<file path="config.mk">
export PLATFORM = sky130hd
export DESIGN_NAME = alu_muldiv_seq
export DESIGN_NICKNAME = d
export VERILOG_FILES = /design/src/rtl/alu_muldiv_seq.sv
export SDC_FILE = /design/constraint.sdc
export NUM_CORES = 1
export LEC_CHECK = 0
export ABC_AREA = 0
export BUFFER_PORTS_ARGS = -buffer_cell sky130_fd_sc_hd__buf_2
export CAP_MARGIN = 20
export CELL_PAD_IN_SITES_DETAIL_PLACEMENT = 2
export CELL_PAD_IN_SITES_GLOBAL_PLACEMENT = 2
export CORE_MARGIN = 1.5
export CORE_UTILIZATION = 32
export CTS_CLUSTER_DIAMETER = 100
export DETAILED_ROUTE_END_ITERATION = 6
export PLACE_DENSITY_LB_ADDON = 0.12
export SYNTH_ARGS = -nofsm -noshare
export SYNTH_HDL_FRONTEND = slang
export SYNTH_SLANG_ARGS = --single-unit
</file>
<file path="constraint.sdc">
create_clock -name clk -period 3.6 [get_ports clk]
set_input_delay 0.36 -clock clk [delete_from_list [all_inputs] [get_ports clk]]
set_output_delay 0.36 -clock clk [all_outputs]
set_load 0.01 [all_outputs]
</file>
<file path="src/rtl/alu_muldiv_seq.sv">
// alu_muldiv_seq
// Multi-cycle unsigned MULTU/DIVU sequencer for the EXE stage. It owns no
// arithmetic unit: each iteration borrows the shared EXE ALU through the
// alu_val1/alu_val2/alu_cmd port and consumes alu_out in the same cycle.
// Multiply is shift-add, divide is restoring shift-subtract, WORD_LEN
// iterations each. Results land in hi/lo.
//
// Ports
//   clk, rst            clock, synchronous active-high reset
//   start, op           request (sampled in IDLE only), 0 = MULTU, 1 = DIVU
//   src_a, src_b        multiplicand/dividend, multiplier/divisor
//   busy, alu_own       operation in progress / ALU operand mux select
//   alu_val1, alu_val2  ALU operands driven while iterating
//   alu_cmd             ALU command (EXE_ADD or EXE_SUB)
//   alu_out             combinational ALU result for this cycle's operands
//   done                one-cycle pulse, hi/lo valid from this cycle
//   div_by_zero         sticky flag for the last operation
//   hi, lo              MULTU: product[63:32]/[31:0]; DIVU: remainder/quotient
//
// state | meaning
// IDLE  | waiting for start; ALU ports parked at ADD with zero operands
// MUL   | one shift-add iteration per cycle
// DIV   | one restoring shift-subtract iteration per cycle
// DONE  | done pulse; busy still high, back to IDLE next cycle
module alu_muldiv_seq #(
  parameter int WORD_LEN    = 32,
  parameter int EXE_CMD_LEN = 4,
  parameter logic [EXE_CMD_LEN-1:0] EXE_ADD = EXE_CMD_LEN'(0),
  parameter logic [EXE_CMD_LEN-1:0] EXE_SUB = EXE_CMD_LEN'(2)
) (
  input  logic                   clk,
  input  logic                   rst,
  input  logic                   start,
  input  logic                   op,
  input  logic [WORD_LEN-1:0]    src_a,
  input  logic [WORD_LEN-1:0]    src_b,
  output logic                   busy,
  output logic                   alu_own,
  output logic [WORD_LEN-1:0]    alu_val1,
  output logic [WORD_LEN-1:0]    alu_val2,
  output logic [EXE_CMD_LEN-1:0] alu_cmd,
  input  logic [WORD_LEN-1:0]    alu_out,
  output logic                   done,
  output logic                   div_by_zero,
  output logic [WORD_LEN-1:0]    hi,
  output logic [WORD_LEN-1:0]    lo
);

  localparam int CNT_W = $clog2(WORD_LEN);
  localparam logic [CNT_W-1:0] LAST_ITER = CNT_W'(WORD_LEN - 1);

  typedef enum logic [1:0] {IDLE, MUL, DIV, DONE} state_t;

  state_t              state;
  logic [WORD_LEN-1:0] m_a;
  logic [WORD_LEN-1:0] m_b;
  logic [WORD_LEN-1:0] acc;
  logic [WORD_LEN-1:0] q;
  logic [CNT_W-1:0]    count;

  logic [WORD_LEN-1:0] mul_sum;
  logic                mul_carry;
  logic [WORD_LEN-1:0] mul_acc_nx;
  logic [WORD_LEN-1:0] mul_q_nx;
  logic [WORD_LEN-1:0] div_s;
  logic                div_ge;
  logic [WORD_LEN-1:0] div_acc_nx;
  logic [WORD_LEN-1:0] div_q_nx;

  assign alu_own = busy;

  // The ALU is only 32 bits wide; the lost carry of acc + M_a is recovered
  // by the unsigned wrap test, and the dropped top bit of the shifted
  // remainder (acc msb) forces a subtract in the divide step.
  always_comb begin
    mul_sum    = q[0] ? alu_out : acc;
    mul_carry  = q[0] && (alu_out < acc);
    mul_acc_nx = {mul_carry, mul_sum[WORD_LEN-1:1]};
    mul_q_nx   = {mul_sum[0], q[WORD_LEN-1:1]};

    div_s      = {acc[WORD_LEN-2:0], q[WORD_LEN-1]};
    div_ge     = acc[WORD_LEN-1] || (div_s >= m_b);
    div_acc_nx = div_ge ? alu_out : div_s;
    div_q_nx   = {q[WORD_LEN-2:0], div_ge};
  end

  always_comb begin
    alu_val1 = '0;
    alu_val2 = '0;
    alu_cmd  = EXE_ADD;
    case (state)
      MUL: begin
        alu_val1 = acc;
        alu_val2 = m_a;
        alu_cmd  = EXE_ADD;
      end
      DIV: begin
        alu_val1 = div_s;
        alu_val2 = m_b;
        alu_cmd  = EXE_SUB;
      end
      default: ;
    endcase
  end

  always_ff @(posedge clk) begin
    if (rst) begin
      state       <= IDLE;
      busy        <= 1'b0;
      done        <= 1'b0;
      div_by_zero <= 1'b0;
      hi          <= '0;
      lo          <= '0;
      count       <= '0;
      m_a         <= '0;
      m_b         <= '0;
      acc         <= '0;
      q           <= '0;
    end else begin
      done <= 1'b0;
      case (state)
        IDLE: begin
          if (start) begin
            m_a         <= src_a;
            m_b         <= src_b;
            div_by_zero <= 1'b0;
            count       <= '0;
            acc         <= '0;
            busy        <= 1'b1;
            if (!op) begin
              q     <= src_b;
              state <= MUL;
            end else if (src_b != '0) begin
              q     <= src_a;
              state <= DIV;
            end else begin
              // Divide by zero skips the iterations entirely.
              div_by_zero <= 1'b1;
              hi          <= src_a;
              lo          <= '1;
              done        <= 1'b1;
              state       <= DONE;
            end
          end
        end
        MUL: begin
          acc   <= mul_acc_nx;
          q     <= mul_q_nx;
          count <= count + CNT_W'(1);
          if (count == LAST_ITER) begin
            hi    <= mul_acc_nx;
            lo    <= mul_q_nx;
            done  <= 1'b1;
            state <= DONE;
          end
        end
        DIV: begin
          acc   <= div_acc_nx;
          q     <= div_q_nx;
          count <= count + CNT_W'(1);
          if (count == LAST_ITER) begin
            hi    <= div_acc_nx;
            lo    <= div_q_nx;
            done  <= 1'b1;
            state <= DONE;
          end
        end
        DONE: begin
          busy  <= 1'b0;
          state <= IDLE;
        end
        default: state <= IDLE;
      endcase
    end
  end

endmodule

</file>
# After elaboration in Yosys (flattened, before gate mapping)
# Cells that the tools add are included.
dict set report word_totals {
  register_bits 202
  inputBits 100
  output_inout_bits 136
  wordCells 77
}
dict set report classes {
  addsub 1
  magnitude_cmp 2
  eq_ne 11
  muxes 37
  n_reduce_logical 15
}
# op n
set op_table {}
lappend op_table {{32-bit two-way mux} 16}
lappend op_table {{32-bit case mux with 3 select lines} 4}
lappend op_table {{32-bit case mux with 2 select lines} 2}
lappend op_table {{32-bit >= comparator} 1}
lappend op_table {{32-bit < comparator} 1}
lappend op_table {{32-bit nonzero test} 1}
lappend op_table {{2-bit inequality test, second input constant} 5}
lappend op_table {{5-bit case mux with 2 select lines} 1}
lappend op_table {{2-bit AND reduction} 5}
lappend op_table {{2-bit two-way mux} 4}
lappend op_table {{1-bit two-way mux} 6}
lappend op_table {{2-bit case mux with 3 select lines} 1}
lappend op_table {{6-bit AND reduction} 1}
lappend op_table {{5-bit by 1-bit adder with 5-bit output, second input constant} 1}
lappend op_table {{5-bit equality test, second input constant} 1}
lappend op_table {{5-bit two-way mux} 1}
lappend op_table {{2-bit equality test, second input constant} 2}
lappend op_table {{1-bit case mux with 2 select lines} 2}
lappend op_table {{2-bit nonzero test} 2}
lappend op_table {{3-bit inequality test, second input constant} 1}
lappend op_table {{3-bit AND reduction} 1}
lappend op_table {{3-bit nonzero test} 1}
lappend op_table {{2-bit by 1-bit equality test with 1-bit output, second input constant} 1}
lappend op_table {{2-bit logical NOT} 1}
lappend op_table {{4 further kinds} 4}

# Longest topological paths before layout
# Gate-level depths: netlist of the first run.
dict set report depth {
  depth_word 5
  depth_mapped 12
  ltp_nobuf 9
}

# Least setup slack after synthesis of the first run
# OpenSTA, ideal clock, no wires.
dict set report synth_path {
  path_kind {register to register}
  from {register m_b[19]}
  to {register acc[21]}
  setup_ps 91
  arrival_time_ps 2619
  required_time_ps 3509
  slack_ps 890
  stages_incl_launch_ff 11
  n_path_buf 1
  period_less_slack_ps 2710
  path_cell_list {dfxtp_1 -> inv_1 -> ha_1 -> a21oi_1 -> o21ai_1 -> a221o_1 -> a2111o_1 -> a31oi_4 -> buf_8 -> mux2_4 -> a311oi_1}
}
dict set report synth_between {
  elab_chain_len 4
}
# item line
set synth_lines {}
lappend synth_lines {{start: declaration} 56} ;# logic [WORD_LEN-1:0] m_b;
lappend synth_lines {{start signal: assignment} 125} ;# m_b <= src_b;
lappend synth_lines {{32-bit >= comparator} 82} ;# div_ge = acc[WORD_LEN-1] || (div_s >= m_b);
lappend synth_lines {{1-bit logical OR} 82}
lappend synth_lines {{32-bit two-way mux} 83} ;# div_acc_nx = div_ge ? alu_out : div_s;
lappend synth_lines {{32-bit case mux with 3 select lines} 121} ;# case (state)
lappend synth_lines {{end signal: assignment} 147} ;# acc <= mul_acc_nx;
lappend synth_lines {{end signal: assignment} 158} ;# acc <= div_acc_nx;
lappend synth_lines {{end: declaration} 57} ;# logic [WORD_LEN-1:0] acc;
# Every way passes these cells.
# A chain may end at the register's enable or synchronous reset.

# Worst setup path in the final report of the first run
dict set report layout_path {
  from {register state[0]}
  to {output alu_val2[17]}
}
dict set report layout_between {
  elab_chain_len 2
  elab_cells_between_ends 3
  classes_between {2 x eq/ne; 1 x mux}
}
# item line
set layout_lines {}
lappend layout_lines {{start: declaration} 54} ;# state_t state;
lappend layout_lines {{start signal: assignment} 108} ;# state <= IDLE;
lappend layout_lines {{start signal: assignment} 132} ;# state <= MUL;
lappend layout_lines {{start signal: assignment} 135} ;# state <= DIV;
lappend layout_lines {{2-bit equality test or 2-bit by 1-bit equality test with 1-bit output (tied branches)} 91} ;# case (state)
lappend layout_lines {{32-bit case mux with 2 select lines (*)} 91}
lappend layout_lines {{end: declaration} 40} ;# output logic [WORD_LEN-1:0] alu_val2,
# Every way passes the cells marked *; elsewhere a longest branch is shown, timed or not.

==> results of run 1 <==
==> final cells by class <==
cell class,count,share of cell area [%]
Sequential cell,202,27.97
Inverter,68,1.782
Clock buffer,38,5.304
Multi-Input combinational cell,1188,49.17
Timing Repair Buffer,269,10.48
Tap cell,468,4.049
Clock inverter,10,1.211
Antenna cell,2,0.03461
==> power by group <==
part / switching [mW] / total, mW / internal, mW
logic: 4.20 / 6.38 / 2.18
clock network: 1.08 / 2.91 / 1.83
registers: 0.577 / 3.50 / 2.92
==> stage by stage <==
step                      utilization, %  worst slack [ns]  area (sq um)  hold slack [ns]  power, mW
after floorplan                        -            0.8905         11910           0.4360      7.599
after global placement             36.84            0.6037         13490           0.4406      9.645
after detailed placement           36.91            0.5260         13510           0.4487      9.895
after CTS                          39.49            0.2871         14460          0.06824      12.89
after global routing               39.50            0.2115         14460          0.09554      13.64
final                              39.50            0.3239         14460          0.09504      12.79
==> layer usage <==
layer	wire length (microns)	global-route usage, %	vias up
li1	-	-	5869
met1	24650	37.24	6309
met2	22950	41.44	243
met3	1991	2.974	60
met4	1054	5.954	0
met5	0	0	-
==> registers in the layout, summed over array words and instances, names as in the netlist, 2 cells and up <==
signal and flops:
acc 32, state 2, hi 32, m_b 32, m_a 32, lo 32, q 32, count 5
==> cell families after synthesis <==
logic type               count (synthesis)
other                                    1
adder cells (fa/ha/maj)                 69
AO/OA/AOI/OAI                          390
multiplexers                            64
flip-flops                             202
AND/OR/NAND/NOR                        662
buffers and inverters                  200
==> worst max path at each step <==
stage / start / to / slack (ns) / cells past startpoint
2_1_floorplan: m_b[19] / acc[21] / 0.89 / 10
3_3_place_gp: m_b[31] / q[0] / 0.60 / 9
3_5_place_dp: m_b[28] / q[0] / 0.53 / 9
4_1_cts: state[0] / alu_val2[30] / 0.29 / 6
5_1_grt: state[0] / alu_val2[17] / 0.21 / 6
6_report: state[0] / alu_val2[17] / 0.32 / 6
==> placed cells by master, fill, tap and decap left out, types with 29 or more instances in the layout <==
cell and count:
sky130_fd_sc_hd__mux2i_1 31, sky130_fd_sc_hd__inv_1 67, sky130_fd_sc_hd__a221o_1 33, sky130_fd_sc_hd__buf_4 32, sky130_fd_sc_hd__nand3_1 37, sky130_fd_sc_hd__nor3_1 36, sky130_fd_sc_hd__a22oi_1 64, sky130_fd_sc_hd__o21ai_0 39
sky130_fd_sc_hd__nand2_1 377, sky130_fd_sc_hd__dfxtp_1 201, sky130_fd_sc_hd__ha_1 67, sky130_fd_sc_hd__buf_2 231, sky130_fd_sc_hd__o21bai_1 31, sky130_fd_sc_hd__a21oi_1 122, sky130_fd_sc_hd__a41oi_1 29, sky130_fd_sc_hd__nor2_1 171
sky130_fd_sc_hd__a311oi_1 33
==> worst max-delay path, stage by stage, from the launching register on <==
cell	delay (ns)
sky130_fd_sc_hd__dfxtp_1	0.44
sky130_fd_sc_hd__inv_1	0.13
sky130_fd_sc_hd__ha_1	0.36
sky130_fd_sc_hd__inv_4	0.12
sky130_fd_sc_hd__buf_4	0.81
sky130_fd_sc_hd__nor2_1	0.27
sky130_fd_sc_hd__buf_2	0.22
==> metrics.csv, run 1 <==
stage,metric,value,unit
hold_path,min-delay-path-class,primary input to register,
clocking,post-cts-setup-buffer-count,0,
detailed_routing,drt_drc_violations_left,0,
power,irDropWorstVdd,0.0006473,V
final_layout,area.sequential,4045,sq um
logic_synthesis,synthAdderAreaFrac,7.256,%
timing,timing_hold_violations_final,0,
logic_synthesis,syn_area_per_cell,7.493,sq um
clocking,cts_root_buffer,sky130_fd_sc_hd__clkbuf_16,
clocking,clock_latency,0.53,ns
logic_synthesis,synth-seq-area-share,33.99,%
timing,rsz0062_at_grt,false,
setup_path,crit_path_max_fanout,96,
clocking,tritoncts,built,
final_layout,area_growth,21.54,%
timing,fmax,305.2,MHz
timing,timing.clock.skew,0.007902,ns
logic_synthesis,ys_warn_count,0,
logic_synthesis,yosysTopAreaCell,sky130_fd_sc_hd__dfxtp_1,
global_route,groute.usage.overall,25.93,%
logic_synthesis,synth_top_area_share,33.99,%
logic_synthesis,yosys.area_share.xor_xnor,0,%
placed_design,place.port_buffers,232,
logic_synthesis,synth_seq_cells,202,
logic_synthesis,synth_top_family_by_area,compound AO/OA/AOI/OAI gates,
setup_path,ff2ff_setup_slack,0.49,ns
setup_path,worstSetupPathType,register to primary output,
logic_synthesis,synth-edff-count,0,
clocking,ctsHoldBuffers,0,
logic_synthesis,synth.area.mux_share,6.362,%
floorplan,start_util,32.50,%
global_route,first_global_vias,13100,
logic_synthesis,ys_top_cells_by_count,"sky130_fd_sc_hd__nand2_1 (378), sky130_fd_sc_hd__dfxtp_1 (202), sky130_fd_sc_hd__nor2_1 (172)",
setup_path,rr_endpoint,q[0],
clocking,post_cts_resize_count,0,
final_layout,multi_input_gate_area_in_the_final_layout,7111,sq um
clocking,clock_buffer_depth,3,
timing,fin_crit,3.276,ns
final_layout,fin_cells,2245,
clocking,htree_levels,1,
timing,worst_slew_margin_rel,29.40,%
logic_synthesis,ys_async_sr_fraction,0,%
setup_path,worst_setup_path_start_kind,register,
global_route,grt_overflow_total,0,
detailed_routing,drt_iter0_markers,729,
global_route,grt_pass1_wl,78300,microns
floorplan,die_h,195.8,microns
logic_synthesis,synth_top_flop_cell,sky130_fd_sc_hd__dfxtp_1,
final_layout,share_of_post_route_cells_with_drive_strength_above_1,20.28,%
clocking,clk_pin_slew_worst_paths,0.06,ns
detailed_routing,routed_via_count,12480,
floorplan,core_box_area,36610,sq um
setup_path,rr_startpoint,m_b[14],
job,maxCapViolCount,0,
logic_synthesis,syn-instance-count,1588,
timing,tightest_slew,1.059,ns
floorplan,design.die.area,38350,sq um
floorplan,die_span_in_x,195.8,microns
timing,slew_viol_final,0,
detailed_routing,antenna_violating_nets_post_route,0,
run_status,status,"finished, final reports clean",
clocking,clock_sinks,202,
detailed_routing,wl_per_cell,22.56,microns
hold_path,timing.hold.worst_endpoint,m_a[8],
hold_path,hold-path-cell-count,3,
setup_path,timing.reg2reg.worst_path_depth,10,
global_route,grt_start_max_net_pins,97,
final_layout,fill_cells,4321,
placed_design,gpl.final_weighted_congestion,0.8233,
placed_design,dpl.cell_count,2195,
logic_synthesis,leading_post_synthesis_cells_by_cell_area,"sky130_fd_sc_hd__dfxtp_1 (34%), sky130_fd_sc_hd__nand2_1 (12%), sky130_fd_sc_hd__ha_1 (7.3%)",
global_route,grt_antenna_before_repair,2,
power,power.static_leakage,6.108,nW
timing,final_min_period_over_clock_period,91.00,%
hold_path,min_from,src_a[8],
final_layout,nets_finish,1924,
setup_path,critical_path.endpoint_type,primary output,
power,power.density,884.4,nW/um^2
setup_path,critPathRequiredTime,3.24,ns
timing,fin_setup_tns,0,ns
floorplan,ios,236,
detailed_routing,postRouteWirelength,50650,microns
logic_synthesis,count_of_unique_library_cells_instantiated_by_yosys,54,
placed_design,detailedPlacementHpwl,36510,microns
detailed_routing,post_drt_via_cell_ratio,5.559,
logic_synthesis,synth_compound_gate_area_share,22.92,%
setup_path,cp.arrival,2.92,ns
logic_synthesis,synthSimpleGateAreaFrac,22.66,%
clocking,cts_inserted_buffers,26,
detailed_routing,dr_pass1_iterations,4,
timing,final-setup-viol-count,0,
floorplan,floorplan.rows,70,
logic_synthesis,yosysMostFrequentCell,sky130_fd_sc_hd__nand2_1,
logic_synthesis,syn_area,11900,sq um
No activity file was read; power rests on OpenSTA's default activity.
==> run 2, diff against run 1 <==
- BUFFER_PORTS_ARGS: -buffer_cell sky130_fd_sc_hd__buf_2 -> not set
- CORE_UTILIZATION: 32 -> 36
- DONT_BUFFER_PORTS: not set -> 1
==> run 2 against run 1 <==
  * Count of clock-buffer cells in the layout fell by 1
  * Sequential cell count is the same
  * Final area shrank 4.1%
  * Global-route usage is 4.6 points higher
  * Sequential power is 6.9% higher
  * Register-to-register slack worse by 0.15 ns
  * Fmax grew 0.61%
  * Worst setup slack better by 0.020 ns
  * Critical path depth increased by 2
  * Critical path type is now register to register
  * Highest routed layer is now met5
==> metrics.csv, run 2 (same netlist as run 1, synthesis figures left out) <==
stage,metric,value,unit,change
clocking,clk_pin_slew_worst_paths,0.07,ns,about the same
placed_design,place.port_buffers,0,,-100%
detailed_routing,drt_iter0_markers,736,,+0.96%
global_route,grt_pass1_wl,79690,microns,+1.8%
final_layout,finish.instance_area,13870,sq um,-4.1%
floorplan,core_box_area,32540,sq um,-11%
clocking,post-cts-setup-buffer-count,0,,unchanged
timing,timing.clock.skew,0.02874,ns,+0.02084 ns
clocking,tritoncts,built,,
clocking,clock_buffer_depth,3,,unchanged
hold_path,min-delay-path-class,primary input to register,,
timing,tightest_slew,0.9671,ns,-0.09185 ns
timing,fin_setup_tns,0,ns,unchanged
setup_path,crit_path_max_fanout,8,,-92%
floorplan,ios,236,,unchanged
clocking,clock_sinks,202,,unchanged
clocking,clock_latency,0.55,ns,+0.02 ns
final_layout,layout.cells.most_common,sky130_fd_sc_hd__nand2_1,,
placed_design,gpl.final_weighted_congestion,0.8225,,about the same
clocking,cts_root_buffer,sky130_fd_sc_hd__clkbuf_16,,
global_route,groute.usage.overall,30.54,%,+4.6 points
timing,slew_viol_final,0,,unchanged
final_layout,share_of_post_route_cells_with_drive_strength_above_1,8.204,%,-12 points
detailed_routing,dr_pass1_iterations,5,,+1
final_layout,nets_finish,1759,,-8.6%
run_status,status,"finished, final reports clean",,
global_route,grt_start_max_net_pins,186,,+92%
power,irDropWorstVdd,0.0005687,V,-12%
detailed_routing,post_drt_via_cell_ratio,5.922,,+6.5%
job,maxCapViolCount,0,,unchanged
setup_path,critical_path.endpoint_type,register,,
timing,final_min_period_over_clock_period,90.45,%,-0.55 points
timing,rsz0062_at_grt,false,,
setup_path,critPathRequiredTime,3.96,ns,+0.72 ns
placed_design,detailedPlacementHpwl,34090,microns,-6.6%
timing,fmax,307.1,MHz,+0.61%
setup_path,worstSetupPathType,register to register,,
power,power.total,12.37,mW,-3.3%
global_route,grt_overflow_total,0,,unchanged
clocking,htree_levels,1,,unchanged
detailed_routing,routed_via_count,12150,,-2.7%
placed_design,cell_area_placed,12310,sq um,-8.9%
floorplan,die_h,184.8,microns,-5.6%
detailed_routing,antenna_violating_nets_post_route,0,,unchanged
final_layout,layout_common_cells,"sky130_fd_sc_hd__nand2_1 (377), sky130_fd_sc_hd__dfxtp_1 (201), sky130_fd_sc_hd__nor2_1 (171)",,
global_route,first_global_vias,12940,,-1.2%
clocking,cts_inserted_buffers,25,,-3.8%
timing,hold_slack,0.02324,ns,-0.07180 ns
detailed_routing,drt_drc_violations_left,0,,unchanged
timing,fin_crit,3.256,ns,-0.01988 ns
power,power.static_leakage,5.263,nW,-14%
timing,final-setup-viol-count,0,,unchanged
power,power.density,891.8,nW/um^2,+0.84%
final_layout,area_growth,16.60,%,
final_layout,antenna_cells_inserted,0,,-2
floorplan,die_span_in_x,184.8,microns,-5.6%
setup_path,worst_setup_path_start_kind,register,,
floorplan,start_util,36.57,%,+4.1 points
detailed_routing,wl_per_cell,25.66,microns,+14%
detailed_routing,postRouteWirelength,52620,microns,+3.9%
floorplan,floorplan.rows,66,,-5.7%
setup_path,cp.arrival,3.62,ns,+0.70 ns
timing,worst_slew_margin_rel,35.53,%,+6.1 points
floorplan,design.die.area,34150,sq um,-11%
global_route,grt_antenna_before_repair,1,,-1
timing,timing_hold_violations_final,0,,unchanged
==> run 2: worst paths after layout <==
kind         startpoint  endpoint  slack (ns)  cells after the start
max             acc[18]   acc[22]        0.34                      8
min                 rst    hi[26]        0.02                      2
max reg2reg     acc[18]   acc[22]        0.34                      8
min reg2reg     m_a[13]   m_a[13]        0.46                      2
==> run 2: per-stage QoR <==
step | std cells | setup slack [ns] | util (%)
global placement | 1939 | 0.4215 | 37.83
detailed placement | 1939 | 0.3814 | 37.83
finish | 2051 | 0.3438 | 42.64
global route | 2051 | 0.1999 | 42.64
CTS | 2051 | 0.3138 | 42.64
floorplan | 1590 | 0.8905 | -
==> run 2: repair_timing <==
| action | in CTS | in global routing |
|---|---|---|
| hold buffers | 66 | 0 |
| endpoints found under the hold margin | 185 | 0 |
| setup endpoints to repair | 0 | 0 |
| gates resized for setup | 0 | 0 |
==> run 2: cell type report <==
class	instances	area, sq um
clock buffer	37	760.7
clock inverter	9	126.4
fill	3742	18660
inverter	68	257.7
multi-input combinational	1188	7111
sequential	202	4045
tap	442	553.0
timing repair buffer	105	1021
==> run 2: layer usage <==
| layer | track usage, % | part of all wire (%) |
|---|---|---|
| met1 | 40.67 | 45 |
| met2 | 48.60 | 45 |
| met3 | 6.960 | 7.1 |
| met4 | 10.11 | 3.3 |
| met5 | 0 | 0.025 |
==> run 2: critical path, stage by stage (launching register included) <==
cell	delay, ns
sky130_fd_sc_hd__dfxtp_1	0.45
sky130_fd_sc_hd__ha_1	0.31
sky130_fd_sc_hd__a21oi_1	0.13
sky130_fd_sc_hd__o21ai_1	0.08
sky130_fd_sc_hd__a221o_1	0.34
sky130_fd_sc_hd__a2111o_1	0.45
sky130_fd_sc_hd__a31oi_4	0.41
sky130_fd_sc_hd__mux2_2	0.41
sky130_fd_sc_hd__a311oi_1	0.50
==> run 2: power breakdown <==
group | switching, mW | internal (mW) | total [mW]
clock | 1.08 | 1.67 | 2.75
sequential | 0.817 | 2.93 | 3.74
combinational | 3.90 | 1.98 | 5.88
total | 5.79 | 6.58 | 12.4
==> run 3, diff against run 2 <==
--- a/config.mk
+++ b/config.mk
@@ -17,2 +17,3 @@
 export PLACE_DENSITY_LB_ADDON = 0.12
+export SLEW_MARGIN = 20
 export SYNTH_ARGS = -nofsm -noshare
==> constraint.sdc (replaced) <==
create_clock -name clk -period 3.6 [get_ports clk]
set_input_delay 0.72 -clock clk [delete_from_list [all_inputs] [get_ports clk]]
set_output_delay 0.72 -clock clk [all_outputs]
set_load 0.01 [all_outputs]
==> run 3 against run 2 <==
  * Global-route usage is 3.4 points lower
  * Critical path type is now register to primary output
  * Count of clock-buffer cells in the layout is 2 higher
  * Sequential share of layout area is 1.7 points higher
  * Sequential power hardly changed
  * Cell count is 3.4% lower
  * Routed wire length is 10% lower
  * Final area is 5.5% lower
  * Power is 3.8% lower
  * Register-to-register slack better by 0.19 ns
==> metrics.csv, run 3 (same netlist as run 1, synthesis figures left out) <==
stage,metric,value,unit,change
detailed_routing,route.top_layer_used,met4,,
detailed_routing,drt-met1-wl,21800,microns,-7.1%
timing,timing.clock.skew,0.02376,ns,-0.004982 ns
clocking,clk_pin_slew_worst_paths,0.06,ns,about the same
final_layout,area_growth,10.18,%,
setup_path,worst_setup_path_start_kind,register,,
setup_path,crit_path_max_fanout,54,,+46
detailed_routing,route.met2.wl,20890,microns,-12%
floorplan,core_box_area,32540,sq um,unchanged
floorplan,floorplan.rows,66,,unchanged
floorplan,die_span_in_x,184.8,microns,unchanged
timing,rsz0062_at_grt,false,,
detailed_routing,drt_drc_violations_left,0,,unchanged
floorplan,die_h,184.8,microns,unchanged
setup_path,critPathRequiredTime,2.88,ns,-1.08 ns
clocking,cts_inserted_buffers,25,,unchanged
timing,tightest_slew,0.8276,ns,-0.1395 ns
timing,timing_hold_violations_final,0,,unchanged
clocking,ctsHoldBuffers,0,,-100%
run_status,status,"finished, final reports clean",,
timing,slew_viol_final,0,,unchanged
floorplan,design.die.area,34150,sq um,unchanged
final_layout,antenna_cells_inserted,0,,unchanged
clocking,tritoncts,built,,
timing,fin_setup_tns,0,ns,unchanged
placed_design,cell_area_placed,12300,sq um,about the same
power,power.static_leakage,4.931,nW,-6.3%
global_route,groute.usage.overall,27.19,%,-3.4 points
final_layout,share_of_post_route_cells_with_drive_strength_above_1,7.992,%,-0.21 points
detailed_routing,detailroute.wirelength.met3,3224,microns,-13%
detailed_routing,routed_via_count,11490,,-5.4%
setup_path,cp.arrival,2.46,ns,-1.16 ns
power,irDropWorstVdd,0.0004666,V,-18%
placed_design,place.port_buffers,0,,unchanged
clocking,htree_levels,1,,unchanged
clocking,post-cts-setup-buffer-count,0,,unchanged
setup_path,worstSetupPathType,register to primary output,,
clocking,cts_root_buffer,sky130_fd_sc_hd__clkbuf_16,,
global_route,grt_overflow_total,0,,unchanged
clocking,clock_buffer_depth,3,,unchanged
global_route,grt_start_max_net_pins,204,,+9.7%
timing,fin_crit,3.179,ns,-0.07682 ns
floorplan,ios,236,,unchanged
clocking,clock_sinks,202,,unchanged
final_layout,nets_finish,1692,,-3.8%
timing,final-setup-viol-count,0,,unchanged
detailed_routing,postRouteWirelength,47160,microns,-10%
final_layout,layout_common_cells,"sky130_fd_sc_hd__nand2_1 (377), sky130_fd_sc_hd__dfxtp_1 (201), sky130_fd_sc_hd__nor2_1 (171)",,
detailed_routing,drt_iter0_markers,594,,-19%
job,maxCapViolCount,0,,unchanged
global_route,grt_pass1_wl,72170,microns,-9.4%
clocking,clock_latency,0.55,ns,about the same
timing,worst_slew_margin_rel,44.83,%,+9.3 points
floorplan,start_util,36.57,%,unchanged
setup_path,critical_path.endpoint_type,primary output,,
detailed_routing,dr_pass1_iterations,5,,unchanged
clocking,post_cts_resize_count,0,,unchanged
detailed_routing,post_drt_via_cell_ratio,5.798,,-2.1%
detailed_routing,antenna_violating_nets_post_route,0,,unchanged
detailed_routing,wl_per_cell,23.81,microns,-7.2%
hold_path,hold-path-cell-count,1,,-1
final_layout,layout.cells.most_common,sky130_fd_sc_hd__nand2_1,,
placed_design,detailedPlacementHpwl,33110,microns,-2.9%
final_layout,finish.instance_area,13110,sq um,-5.5%
setup_path,ff2ff_setup_slack,0.53,ns,+0.19 ns
timing,fmax,314.5,MHz,+2.4%
global_route,first_global_vias,12110,,-6.4%
global_route,grt_antenna_before_repair,0,,-1
placed_design,gpl.final_weighted_congestion,0.8096,,-1.6%
timing,final_min_period_over_clock_period,88.32,%,-2.1 points
hold_path,min-delay-path-class,primary input to register,,
setup_path,timing.reg2reg.worst_path_depth,9,,+1
power,power.density,908.0,nW/um^2,+1.8%
-- run 3: cell types whose count changed in the layout (fill, tap and decap cells not counted), sizes merged --
| cell | previous run | this run |
|---|---|---|
| buf | 40 | 38 |
| bufinv | 3 | 1 |
| clkbuf | 37 | 39 |
| clkinv | 4 | 2 |
| clkinvlp | 1 | 0 |
| dlygate4sd3 | 65 | 0 |
-- run 3: final cells by class --
type,instances,area [sq um]
fillers,3839,19430
repair buffers,38,335.3
flip-flops and latches,202,4045
clock inverters,4,60.06
clock buffers,39,748.2
well taps,442,553.0
inverters,68,257.7
multi-input cells,1188,7111
-- run 3: path summary, 6_finish.rpt --
path	start	end
worst max-delay path	state[0]	alu_val2[10]
worst min-delay path	rst	acc[17]
worst max register to register	acc[18]	acc[0]
worst min register to register	m_a[13]	m_a[13]
-- run 3: critical path, cell delays in order, from the launching register on --
cell and delay (ns):
sky130_fd_sc_hd__dfxtp_1 0.36, sky130_fd_sc_hd__inv_1 0.14, sky130_fd_sc_hd__ha_4 0.64, sky130_fd_sc_hd__buf_4 0.33
sky130_fd_sc_hd__a22oi_1 0.11, sky130_fd_sc_hd__nor2_1 0.27
-- run 3: routing by layer --
layer / GRT usage (%) / vias up
met2: 42.78 / 259
met3: 6.606 / 57
met5: 0 / -
met4: 7.089 / 0
li1: - / 5413
met1: 37.07 / 5756
-- run 3: power breakdown --
group	switching, mW	leakage (nW)	internal (mW)
combinational	3.67	2.88	1.94
sequential	0.825	1.66	2.93
clock	1.05	0.398	1.49
-- run 3: metrics by stage --
step	power [mW]	util, %	std cells	hold slack, ns	setup WS (ns)
global route	12.77	40.29	1981	0.2434	0.3345
finish	11.90	40.29	1981	0.2796	0.4206
floorplan	7.599	-	1590	0.4360	0.8905
CTS	12.01	40.29	1981	0.2448	0.4452
global placement	9.195	37.81	1938	0.4377	0.6589
detailed placement	9.381	37.81	1938	0.4493	0.5800
